<file path="config.mk">
export PLATFORM = sky130hd
export DESIGN_NAME = op_alu_seq
export DESIGN_NICKNAME = d
export VERILOG_FILES = /design/src/rtl/op_alu_pkg.sv /design/src/rtl/op_alu_iter.sv /design/src/rtl/op_alu_seq.sv
export SDC_FILE = /design/constraint.sdc
export NUM_CORES = 1
export LEC_CHECK = 0
export CORE_UTILIZATION = 52
export DETAILED_ROUTE_END_ITERATION = 6
export PLACE_DENSITY = 0.74
export SYNTH_ARGS = -nofsm -noshare
export SYNTH_HDL_FRONTEND = slang
export SYNTH_SLANG_ARGS = --single-unit
</file>
<file path="constraint.sdc">
create_clock -name clk -period 2.39 [get_ports clk]
set_input_delay 0.478 -clock clk [delete_from_list [all_inputs] [get_ports clk]]
set_output_delay 0.478 -clock clk [all_outputs]
set_load 0.05 [all_outputs]
</file>
<file path="src/rtl/op_alu_pkg.sv">
// op_alu_pkg: sel encodings shared with the operation selector, and the ALU FSM states
package op_alu_pkg;
  localparam logic [2:0] OP_NONE    = 3'd0;
  localparam logic [2:0] OP_ADD     = 3'd1;
  localparam logic [2:0] OP_SUB     = 3'd2;
  localparam logic [2:0] OP_LEFT    = 3'd3;
  localparam logic [2:0] OP_RIGHT   = 3'd4;
  localparam logic [2:0] OP_MUL     = 3'd5;
  localparam logic [2:0] OP_DIV     = 3'd6;
  localparam logic [2:0] OP_NONE_HI = 3'd7;
  typedef enum logic [1:0] {ST_IDLE, ST_ITER, ST_DONE} state_e;
endpackage

</file>
<file path="src/rtl/op_alu_iter.sv">
// op_alu_iter: one-bit-per-cycle shift-add multiplier and restoring divider
// The divide path exists only when OP_ALU_DIV_EN is defined.
module op_alu_iter
  import op_alu_pkg::*;
#(
  parameter int WIDTH = 8
) (
  input  logic               clk,
  input  logic               reset,
  input  logic               load_i,
  input  logic               en_i,
`ifdef OP_ALU_DIV_EN
  input  logic               is_div_i,
`endif
  input  logic [WIDTH-1:0]   a_i,
  input  logic [WIDTH-1:0]   b_i,
  output logic               last_o,
  output logic [2*WIDTH-1:0] result_o
);
  localparam int CW = $clog2(WIDTH);
  logic [CW-1:0]      cnt_q;
  logic [2*WIDTH-1:0] p_q, p_d, mul_nx;
  logic [WIDTH-1:0]   m_q;
  logic [WIDTH:0]     sum;
  logic               swap;
  // p_q holds {partial product, multiplier} for MUL and {remainder, quotient} for DIV
  assign sum    = {1'b0, p_q[2*WIDTH-1:WIDTH]} + (p_q[0] ? {1'b0, m_q} : '0);
  assign mul_nx = {sum, p_q[WIDTH-1:1]};
`ifdef OP_ALU_DIV_EN
  logic               div_q;
  logic [WIDTH:0]     shl, dif;
  logic [2*WIDTH-1:0] div_nx;
  assign swap   = is_div_i;
  assign shl    = p_q[2*WIDTH-1:WIDTH-1];
  assign dif    = shl - {1'b0, m_q};
  assign div_nx = dif[WIDTH] ? {shl[WIDTH-1:0], p_q[WIDTH-2:0], 1'b0}
                             : {dif[WIDTH-1:0], p_q[WIDTH-2:0], 1'b1};
  assign p_d    = div_q ? div_nx : mul_nx;
  always_ff @(posedge clk) begin
    if (reset) div_q <= 1'b0;
    else if (load_i) div_q <= is_div_i;
  end
`else
  assign swap = 1'b0;
  assign p_d  = mul_nx;
`endif
  always_ff @(posedge clk) begin
    if (reset) begin
      cnt_q <= '0;
      p_q   <= '0;
      m_q   <= '0;
    end else if (load_i) begin
      cnt_q <= '0;
      p_q   <= {{WIDTH{1'b0}}, swap ? a_i : b_i};
      m_q   <= swap ? b_i : a_i;
    end else if (en_i) begin
      cnt_q <= cnt_q + CW'(1);
      p_q   <= p_d;
    end
  end
  assign last_o   = cnt_q == CW'(WIDTH - 1);
  assign result_o = p_d;
endmodule

</file>
<file path="src/rtl/op_alu_seq.sv">
// op_alu_seq: multi-cycle ALU with start/busy/done handshake driven by the op selector
// DIV support is built only when OP_ALU_DIV_EN is defined; otherwise sel=6 acts as NONE.
module op_alu_seq
  import op_alu_pkg::*;
#(
  parameter int WIDTH = 8
) (
  input  logic               clk,
  input  logic               reset,
  input  logic [2:0]         sel,
  input  logic [WIDTH-1:0]   a,
  input  logic [WIDTH-1:0]   b,
  input  logic               start,
  output logic [2*WIDTH-1:0] result,
  output logic               busy,
  output logic               done,
  output logic               div_by_zero
);
  localparam int CW = $clog2(WIDTH);
  state_e             state_q;
  logic [2*WIDTH-1:0] result_q, simple_d, iter_res, ax, bx;
  logic [WIDTH-1:0]   diff;
  logic [CW-1:0]      shamt;
  logic               busy_q, done_q, dbz_q;
  logic               accept, iter_op, is_div, dz_d, last;
`ifdef OP_ALU_DIV_EN
  assign is_div = sel == OP_DIV;
`else
  assign is_div = 1'b0;
`endif
  assign accept  = start && state_q != ST_ITER;
  assign dz_d    = is_div && b == '0;
  assign iter_op = sel == OP_MUL || (is_div && b != '0);
  always_comb begin
    diff     = a - b;
    ax       = {{WIDTH{1'b0}}, a};
    bx       = {{WIDTH{1'b0}}, b};
    shamt    = CW'(32'(b) % WIDTH);
    simple_d = sel == OP_ADD   ? ax + bx :
               sel == OP_SUB   ? {{(WIDTH-1){1'b0}}, a < b, diff} :
               sel == OP_LEFT  ? ax << shamt :
               sel == OP_RIGHT ? ax >> shamt :
               dz_d            ? {a, {WIDTH{1'b1}}} : '0;
  end
  op_alu_iter #(.WIDTH(WIDTH)) u_iter (
    .clk      (clk),
    .reset    (reset),
    .load_i   (accept && iter_op),
    .en_i     (state_q == ST_ITER),
`ifdef OP_ALU_DIV_EN
    .is_div_i (is_div),
`endif
    .a_i      (a),
    .b_i      (b),
    .last_o   (last),
    .result_o (iter_res)
  );
  // A start in the DONE cycle is accepted directly, so simple ops can complete every cycle
  always_ff @(posedge clk) begin
    if (reset) begin
      state_q  <= ST_IDLE;
      result_q <= '0;
      busy_q   <= 1'b0;
      done_q   <= 1'b0;
      dbz_q    <= 1'b0;
    end else begin
      done_q <= 1'b0;
      if (accept && iter_op) begin
        state_q <= ST_ITER;
        busy_q  <= 1'b1;
      end else if (accept) begin
        state_q  <= ST_DONE;
        done_q   <= 1'b1;
        result_q <= simple_d;
        dbz_q    <= dz_d;
      end else if (state_q == ST_ITER && last) begin
        state_q  <= ST_DONE;
        busy_q   <= 1'b0;
        done_q   <= 1'b1;
        result_q <= iter_res;
        dbz_q    <= 1'b0;
      end else if (state_q == ST_DONE) begin
        state_q <= ST_IDLE;
      end
    end
  end
  assign result      = result_q;
  assign busy        = busy_q;
  assign done        = done_q;
  assign div_by_zero = dbz_q;
endmodule

</file>
==> qor.yml, run 1 <==
run_status:
  status: "completed"
worst_setup_path:
  path_cells: "clkdlybuf4s50_1 -> ha_2 -> o21ai_2 -> a21oi_2 -> o21a_1 -> o211a_1 -> a211o_1 -> a311oi_1"
  rr_worst_depth: 10
  crit_arrival_ns: 2.58
  worstSetupEndpointType: "register"
  r2r_setup_slack_ns: 0.09
  r2r-start: "u_iter.p_q[0]"
  max_stage_delay_ns: 0.55
  r2r-end: "result[12]"
  path_class: "input port to register"
  crit_path_start_kind: "input port"
  startpoint: "a[3]"
  crit_fanout: 8
  critPathSlowestCell: "clkdlybuf4s50_1"
  crit_required_ns: 2.62
  critical_path.endpoint: "result[6]"
grt:
  gr-usage-met2: 0.508
  grt_start_max_net_pins: 23
  busiest_layer: "met2"
  grtUsageTotal: 0.316
  met3_usage: 0.0467
  grt_first_pass_wirelength_mm: 18.4
  gr-total-overflow: 0
  grt_pass1_vias: 3804
  use_met1: 0.432
  grt_antenna_before_repair: 0
logic_synthesis:
  synth_top_flop_cell: "dfxtp_1"
  yosysTopAreaCellShare: 0.252
  synth_area_leaders: "dfxtp_1 (25%), ha_1 (9.1%), a21oi_1 (6.3%)"
  netlist-cell-type-count: 61
  syn_nets: 518
  synth-seq-area-share: 0.252
  postSynthCellCount: 466
  yosysWarnings: 0
  async_flop_share: 0
  ys_ff_latch: 47
  synth_largest_area_cell: "dfxtp_1"
  yosysMostFrequentCell: "nand2_1"
  synth.avg_cell_area_um2: 8.00
  synth_edf_count: 0
  yosys-top-cells-count: "nand2_1 (56), a21oi_1 (47), dfxtp_1 (47), nor2_1 (40), ha_1 (27)"
  netlist_area_um2: 3730
placed_design:
  placedCellCount: 663
  io_buffers: 39
  dp_hpwl_mm: 8.95
  place_worst_setup_slack_ns: -0.478
  routabilityCongestion: 0.938
finish:
  layout-drive-gt1-share: 0.237
  stdcell_count: 671
  num-nets-final: 626
  post-route-util: 0.724
  fillCellCount: 553
  areaGrowthSynthToFinish_pct: 33.4
  num_antenna_cells: 0
cts:
  cts_setup_buffers: 0
  clk_pin_slew_ns: 0.10
  cts_tree: "done"
  ctsLongestPathBuffers: 2
  insertion_delay_ns: 0.31
  cts_buffers: 5
  htreeDepth: 2
  cts_hold_buffers: 0
  clockRootBuffer: "clkbuf_8"
  numClockSinks: 47
job:
  maxCapViolCount: 0
route:
  routed_via_density: 5.95
  vias: 3994
  postRouteAntennaNets: 0
  dr.pass1.iters: 5
  wire_per_inst_um: 17.4
  wirelength_mm: 11.7
  drc: 0
  drt_iter0_drc: 391
pwr:
  p_per_area_nw_per_um2: 434
  ir_worst_vdd_uv: 339
  total_power_mw: 2.16
  p_leak_nw: 2.11
die:
  pin_count: 41
  die_area_um2: 7510
  start_util: 0.543
  die_x_um: 86.7
  chipHeight_um: 86.7
  rows: 30
  core_area_um2: 6870
timing:
  fin_ws_ns: 0.0371
  finalClockSkew_ns: 0.00532
  min_period_ns: 2.35
  timing_worst_slew_pin_value_ns: 0.503
  slew_violations: 0
  fmax_mhz: 425
  final.setup.tns_ns: 0
  relSlewSlack: 0.664
  final_hold_viol_count: 0
  setup_viol: 0
  fin_crit_sh: 0.984
min_path:
  hp-class: "register to register"
-- how the worst min path moves through the flow --
stage                        from            end  cells past startpoint
finish                  result[7]      result[7]                      2
global route        u_iter.m_q[7]  u_iter.m_q[7]                      2
CTS                     result[7]      result[7]                      2
detailed placement      result[7]      result[7]                      2
global placement        result[7]      result[7]                      2
floorplan           u_iter.m_q[0]  u_iter.m_q[0]                      2
-- routing by layer --
| metal | wire, µm | vias up | part of all wire |
|---|---|---|---|
| met5 | 0 | - | 0 |
| met4 | 328 | 0 | 0.028 |
| met3 | 756 | 33 | 0.065 |
| met2 | 5370 | 166 | 0.46 |
| met1 | 5250 | 1888 | 0.45 |
| li1 | - | 1907 | - |
-- report_power, final --
| group | switching, mW | internal, mW |
|---|---|---|
| logic | 0.387 | 0.322 |
| registers | 0.0168 | 0.809 |
| clock network | 0.303 | 0.317 |
| total | 0.707 | 1.45 |
-- cell families (layout without fill, tap and decap cells) --
logic type / Yosys count / in the layout / synth area share
simple gates: 160 / 160 / 0.200
fa+ha+maj: 30 / 30 / 0.107
flops: 47 / 47 / 0.252
compound gates: 143 / 143 / 0.251
other cells: 1 / 1 / 0.00101
xor+xnor: 13 / 13 / 0.0305
buf+inv: 47 / 156 / 0.0738
mux: 25 / 25 / 0.0839
-- per-stage QoR --
stage / instance area (µm²) / hold slack (ns)
after floorplan: 3730 / 0.429
after global placement: 4720 / 0.439
after detailed placement: 4720 / 0.443
after CTS: 4880 / 0.457
after global routing: 4970 / 0.479
final: 4970 / 0.450
-- cell usage in the layout (no fill, tap or decap), drive strengths merged, types with 5 or more instances in the layout --
| cell | synthesis | routed |
|---|---|---|
| o22ai | 5 | 5 |
| nand2 | 56 | 56 |
| xnor2 | 9 | 9 |
| inv | 15 | 16 |
| clkdlybuf4s50 | 0 | 33 |
| clkbuf | 23 | 5 |
| a21o | 5 | 5 |
| nand2b | 10 | 10 |
| nor2b | 6 | 6 |
| a22oi | 8 | 8 |
| nor2 | 40 | 40 |
| mux2i | 17 | 17 |
| o21ai | 26 | 26 |
| buf | 9 | 94 |
| ha | 27 | 27 |
| nor3 | 16 | 16 |
| dfxtp | 47 | 47 |
| a211oi | 9 | 9 |
| nand3 | 7 | 7 |
| and2 | 9 | 9 |
| a21oi | 48 | 48 |
| o21a | 5 | 5 |
-- worst max-delay path: cells and delay by family --
family / cells / cell delay, ns
fa+ha+maj: 1 / 0.36
buf+inv: 1 / 0.55
compound gates: 6 / 1.18
-- area by class of cell --
| type | instances | area [µm²] | area share |
|---|---|---|---|
| multi-input combinational | 372 | 2630 | 0.528 |
| clock inverter | 3 | 47.5 | 0.00956 |
| sequential | 47 | 941 | 0.189 |
| inverter | 15 | 56.3 | 0.0113 |
| tap | 96 | 120 | 0.0242 |
| clock buffer | 5 | 68.8 | 0.0138 |
| timing repair buffer | 133 | 1110 | 0.224 |
-- state kept, by name, indices dropped and copies added (netlist names) --
name          count
result           16
u_iter.p_q       16
u_iter.cnt_q      3
u_iter.m_q        8
state_q           2
busy              1
done              1
-- what timing repair did --
item	CTS	global route
gates cloned	0	0
pin swaps	2	7
endpoints found under the setup margin	9	13
resized for setup	12	23
Power figures use the tool's default switching activity.
==> run 2, diff against run 1 <==
CORE_UTILIZATION = 55   (was 52)
PLACE_DENSITY = 0.75   (was 0.74)
clock period = 2.81 ns   (was 2.39 ns; I/O delays follow)
==> run 2 against run 1 <==
The flow now finishes with violations (design-rule violations). Critical path depth rose by 2. Hold slack better by 0.0024 ns. Design area shrank 10%. Non-clock buffer count down 47. Clock skew rose by 0.0015 ns. Sequential share of layout area is 2.1 points higher. Critical path type unchanged. Largest power group unchanged. Highest routed layer unchanged.
==> qor.yml, run 2 (synthesized netlist as in run 1, its figures left out) <==
cts:
  cts_setup_buffers: 0  # unchanged
  numClockSinks: 47  # unchanged
  cts_tree: "done"
  cts_buffers: 5  # unchanged
  ctsResizeCount: 0  # -12
  cts_hold_buffers: 0  # unchanged
  insertion_delay_ns: 0.29  # -0.02 ns
  ctsLongestPathBuffers: 2  # unchanged
  clk_pin_slew_ns: 0.09  # about the same
  htreeDepth: 2  # unchanged
  clockRootBuffer: "clkbuf_8"
worst_setup_path:
  crit_fanout: 4  # -4
  crit_required_ns: 3.02  # +0.40 ns
  crit_arrival_ns: 2.85  # +0.27 ns
  worstSetupEndpointType: "register"
  crit_path_start_kind: "input port"
  path_class: "input port to register"
timing:
  min_period_ns: 2.64
  slew_violations: 0  # unchanged
  grt_setup_unrepaired: "no"
  timing_worst_slew_pin_value_ns: 0.600  # +0.0974 ns
  finalClockSkew_ns: 0.00678  # +0.00146 ns
  final.setup.tns_ns: 0  # unchanged
  fin_ws_ns: 0.170  # +0.133 ns
  setup_viol: 0  # unchanged
  fin_crit_sh: 0.940
  final_hold_viol_count: 0  # unchanged
  relSlewSlack: 0.598  # -0.0653
  fmax_mhz: 379
finish:
  stdcell_count: 605  # -9.8%
  mostFrequentLayoutCells: "nand2_1 (56), a21oi_1 (47), dfxtp_1 (47), buf_4 (47), nor2_1 (40)"
  num_antenna_cells: 0  # unchanged
  num-nets-final: 579  # -7.5%
  fillCellCount: 550  # -0.54%
  final_common_cell: "nand2_1"
  areaGrowthSynthToFinish_pct: 19.8
  layout-drive-gt1-share: 0.125  # -0.112
  regArea_um2: 941  # unchanged
  multi_input_area_um2: 2510  # -4.4%
grt:
  gr-usage-met2: 0.510  # +0.00250
  grt_antenna_before_repair: 0  # unchanged
  busiest_layer: "met2"
  grt_start_max_net_pins: 36  # +57%
  grtUsageTotal: 0.308  # -0.00762
  grt_first_pass_wirelength_mm: 17.5  # -5.1%
  met3_usage: 0.0354  # -0.0113
  use_met1: 0.436  # +0.00372
  grt_pass1_vias: 3566  # -6.3%
  gr-total-overflow: 0  # unchanged
pwr:
  clock_power_share: 0.297  # +0.009
  p_per_area_nw_per_um2: 389  # -10%
  combinationalPowerShare: 0.299  # -0.030
  p_switching_uw: 540  # -24%
  total_power_mw: 1.74  # -19%
  internal_power_mw: 1.20  # -17%
  ir_worst_vdd_uv: 305  # -10%
  power_frac_seq: 0.404  # +0.021
  p_leak_nw: 1.84  # -13%
  switching_share: 0.311  # -0.0170
route:
  wirelength_mm: 10.6  # -9.0%
  drt_iter0_drc: 262  # -33%
  dr.pass1.iters: 7  # +2
  wire_per_inst_um: 17.6  # +0.88%
  vias: 3722  # -6.8%
  routed_via_density: 6.15  # +3.4%
  postRouteAntennaNets: 0  # unchanged
  drc: 5  # +5
die:
  core_area_um2: 6460  # -6.0%
  die_x_um: 84.3  # -2.7%
  rows: 29  # -3.3%
  pin_count: 41  # unchanged
  die_area_um2: 7110  # -5.3%
  chipHeight_um: 84.3  # -2.7%
  start_util: 0.577  # +0.0345
placed_design:
  io_buffers: 39  # unchanged
  routabilityCongestion: 0.919  # -2.1%
  dp_hpwl_mm: 8.11  # -9.4%
  place_worst_setup_slack_ns: -0.0856  # +0.392 ns
  placedCellCount: 597  # -10%
run_status:
  violations: "design-rule violations"
  status: "complete, but fails checks"
min_path:
  hp-class: "register to register"
job:
  maxCapViolCount: 0  # unchanged
-- run 2: cell count changes in the layout (fill, tap and decap cells not counted), sizes merged --
cell,delta
buf,-47
clkdlybuf4s50,+6
dlymetal6s2s,-4
dlygate4sd2,-2
clkbuf,+1
inv,-1
-- run 2: power by group through the flow --
stage / combinational [mW] / clock (mW) / sequential (mW)
6_report: 0.519 / 0.515 / 0.702
5_1_grt: 0.560 / 0.549 / 0.705
4_1_cts: 0.512 / 0.517 / 0.702
3_5_place_dp: 0.510 / 0 / 0.717
3_3_place_gp: 0.502 / 0 / 0.716
2_1_floorplan: 0.275 / 0 / 0.765
-- run 2: final timing paths --
kind	slack [ns]	cells past startpoint	to	startpoint
worst max register to register	0.22	9	result[13]	u_iter.p_q[0]
worst max-delay path	0.17	10	result[6]	a[0]
worst min register to register	0.45	2	u_iter.m_q[5]	u_iter.m_q[5]
worst min-delay path	0.45	2	u_iter.m_q[5]	u_iter.m_q[5]
-- run 2: cell type report --
class,count,area share
multi-input combinational,372,0.562
timing repair buffer,86,0.166
sequential,47,0.211
inverter,15,0.0126
clock inverter,2,0.00785
tap,77,0.0216
clock buffer,6,0.0185
-- run 2: metal layers --
metal	vias to the layer above	routed length [µm]
met1	1756	4940
met4	0	63
met3	6	629
met5	-	0
met2	140	5010
li1	1820	-
-- run 2: per-stage QoR --
step / util / hold slack [ns] / instance area (µm²)
after floorplan: - / 0.429 / 3730
after global placement: 0.673 / 0.442 / 4350
after detailed placement: 0.673 / 0.445 / 4350
after CTS: 0.691 / 0.458 / 4470
after global routing: 0.691 / 0.477 / 4470
final: 0.691 / 0.453 / 4470
-- run 2: worst max-delay path, cell delays in order --
cell and delay [ns]:
clkdlybuf4s50_1 0.54, inv_1 0.07, ha_1 0.22, fa_1 0.38
nand2b_1 0.18, a21oi_1 0.20, o21a_1 0.19, nor4_1 0.06
a211o_1 0.23, a311oi_1 0.23
==> run 3, diff against run 2 <==
CORE_UTILIZATION = 58   (was 55)
CTS_BUF_LIST = sky130_fd_sc_hd__clkbuf_8   (was default)
PLACE_DENSITY = 0.79   (was 0.75)
==> run 3 against run 2 <==
The run now ends clean. Via count is 2.0% higher. Hold slack better by 0.0016 ns. Critical path depth fell by 1. Critical path type unchanged. Highest routed layer unchanged.
==> qor.yml, run 3 (synthesized netlist as in run 1, its figures left out) <==
placed_design:
  io_buffers: 39  # unchanged
  routabilityCongestion: 0.927  # +0.95%
  dp_hpwl_mm: 8.28  # +2.0%
  placedCellCount: 599  # +0.34%
pwr:
  p_leak_nw: 1.85  # +0.55%
  ir_worst_vdd_uv: 414  # +36%
  p_per_area_nw_per_um2: 371  # -4.6%
min_path:
  hp-class: "register to register"
  timing.hold.worst_path_depth: 2  # unchanged
grt:
  grt_pass1_vias: 3416  # -4.2%
  grt_start_max_net_pins: 24  # -33%
  grt_first_pass_wirelength_mm: 16.8  # -4.0%
  grt_antenna_before_repair: 0  # unchanged
  gr-total-overflow: 0  # unchanged
  grtUsageTotal: 0.334  # +0.0259
cts:
  cts_buffers: 5  # unchanged
  cts_hold_buffers: 0  # unchanged
  numClockSinks: 47  # unchanged
  clockRootBuffer: "clkbuf_8"
  ctsResizeCount: 0  # unchanged
  cts_setup_buffers: 0  # unchanged
  htreeDepth: 2  # unchanged
  clk_pin_slew_ns: 0.09  # about the same
  cts_tree: "done"
  ctsLongestPathBuffers: 2  # unchanged
  insertion_delay_ns: 0.31  # +0.02 ns
finish:
  stdcell_count: 607  # +0.33%
  final_common_cell: "nand2_1"
  num_antenna_cells: 0  # unchanged
  mostFrequentLayoutCells: "nand2_1 (56), buf_4 (51), a21oi_1 (47), dfxtp_1 (47), nor2_1 (40)"
  areaGrowthSynthToFinish_pct: 19.9
  layout-drive-gt1-share: 0.130  # +0.00470
  num-nets-final: 583  # +0.69%
die:
  die_area_um2: 6750  # -5.0%
  die_x_um: 82.2  # -2.6%
  start_util: 0.615  # +0.0379
  rows: 28  # -3.4%
  pin_count: 41  # unchanged
  chipHeight_um: 82.2  # -2.6%
  core_area_um2: 6060  # -6.2%
timing:
  fin_crit_sh: 0.958  # +0.0180
  grt_setup_unrepaired: "no"
  relSlewSlack: 0.615  # +0.0169
  setup_viol: 0  # unchanged
  finalClockSkew_ns: 0.0148  # +0.00798 ns
  final.setup.tns_ns: 0  # unchanged
  final_hold_viol_count: 0  # unchanged
  timing_worst_slew_pin_value_ns: 0.575  # -0.0253 ns
  min_period_ns: 2.69  # +0.0507 ns
  slew_violations: 0  # unchanged
  fmax_mhz: 372  # -1.9%
worst_setup_path:
  startpoint: "a[0]"
  rr_worst_depth: 10  # +1
  crit_path_start_kind: "input port"
  r2r-start: "u_iter.p_q[0]"
  crit_required_ns: 3.00  # -0.02 ns
  path_class: "input port to register"
  critical_path.endpoint: "result[6]"
  worstSetupEndpointType: "register"
  crit_fanout: 4  # unchanged
  r2r_setup_slack_ns: 0.25  # +0.03 ns
  r2r-end: "result[13]"
  crit_arrival_ns: 2.88  # +0.03 ns
route:
  dr.pass1.iters: 7  # unchanged
  routed_via_density: 6.26  # +1.7%
  drc: 0  # -5
  postRouteAntennaNets: 0  # unchanged
  drt_iter0_drc: 312  # +19%
  vias: 3798  # +2.0%
  wire_per_inst_um: 17.8  # +0.93%
  wirelength_mm: 10.8  # +1.3%
run_status:
  status: "completed"
job:
  maxCapViolCount: 0  # unchanged
==> run 3: changes by cell type in the layout (fill, tap and decap cells not counted) <==
cell / previous run / this run
buf_4: 47 / 51
bufinv_16: 1 / 0
clkinv_2: 1 / 0
clkinv_4: 0 / 1
inv_1: 15 / 16
==> run 3: layout make-up <==
| class | instances | area [µm²] |
|---|---|---|
| multi-input cells | 372 | 2510 |
| fillers | 497 | 1590 |
| flip-flops and latches | 47 | 941 |
| repair buffers | 90 | 773 |
| well taps | 75 | 93.8 |
| clock buffers | 6 | 82.6 |
| inverters | 15 | 56.3 |
| clock inverters | 2 | 12.5 |
==> run 3: worst min-delay path by stage <==
stage / start / endpoint / slack [ns]
2_1_floorplan: u_iter.m_q[0] / u_iter.m_q[0] / 0.43
3_3_place_gp: result[15] / result[15] / 0.44
3_5_place_dp: u_iter.m_q[5] / u_iter.m_q[5] / 0.44
4_1_cts: u_iter.m_q[5] / u_iter.m_q[5] / 0.45
5_1_grt: u_iter.m_q[7] / u_iter.m_q[7] / 0.48
6_report: u_iter.m_q[5] / u_iter.m_q[5] / 0.45
==> run 3: critical path, stage by stage <==
cell and delay (ns):
clkdlybuf4s50_1 0.47, ha_1 0.26, fa_1 0.42, nand2b_1 0.09
a21oi_1 0.10, o21a_1 0.23, o31a_1 0.29, o21ai_0 0.31
a311oi_1 0.14
==> run 3: power breakdown <==
group          leakage [nW]  internal, mW  switching [mW]
logic                  1.42         0.222           0.304
registers             0.382         0.688          0.0140
clock network        0.0526         0.198           0.232
total                  1.85          1.11           0.550
==> run 3: metrics by stage <==
step | worst slack, ns | hold slack, ns | power [mW] | util | instance area, µm²
6_report | 0.119 | 0.454 | 1.66 | 0.738 | 4470
5_1_grt | 0.0187 | 0.480 | 1.72 | 0.738 | 4470
4_1_cts | 0.179 | 0.455 | 1.65 | 0.738 | 4470
3_5_place_dp | -0.137 | 0.443 | 1.23 | 0.722 | 4380
3_3_place_gp | -0.111 | 0.438 | 1.22 | 0.722 | 4380
2_1_floorplan | 0.544 | 0.429 | 1.04 | - | 3730
==> run 3: layer usage <==
metal  up-vias  wire, µm  track usage
met3        23       822       0.0571
met1      1789      4870        0.455
met4         0       231        0.105
li1       1819         -            -
met2       167      4860        0.536
met5         -         0            0
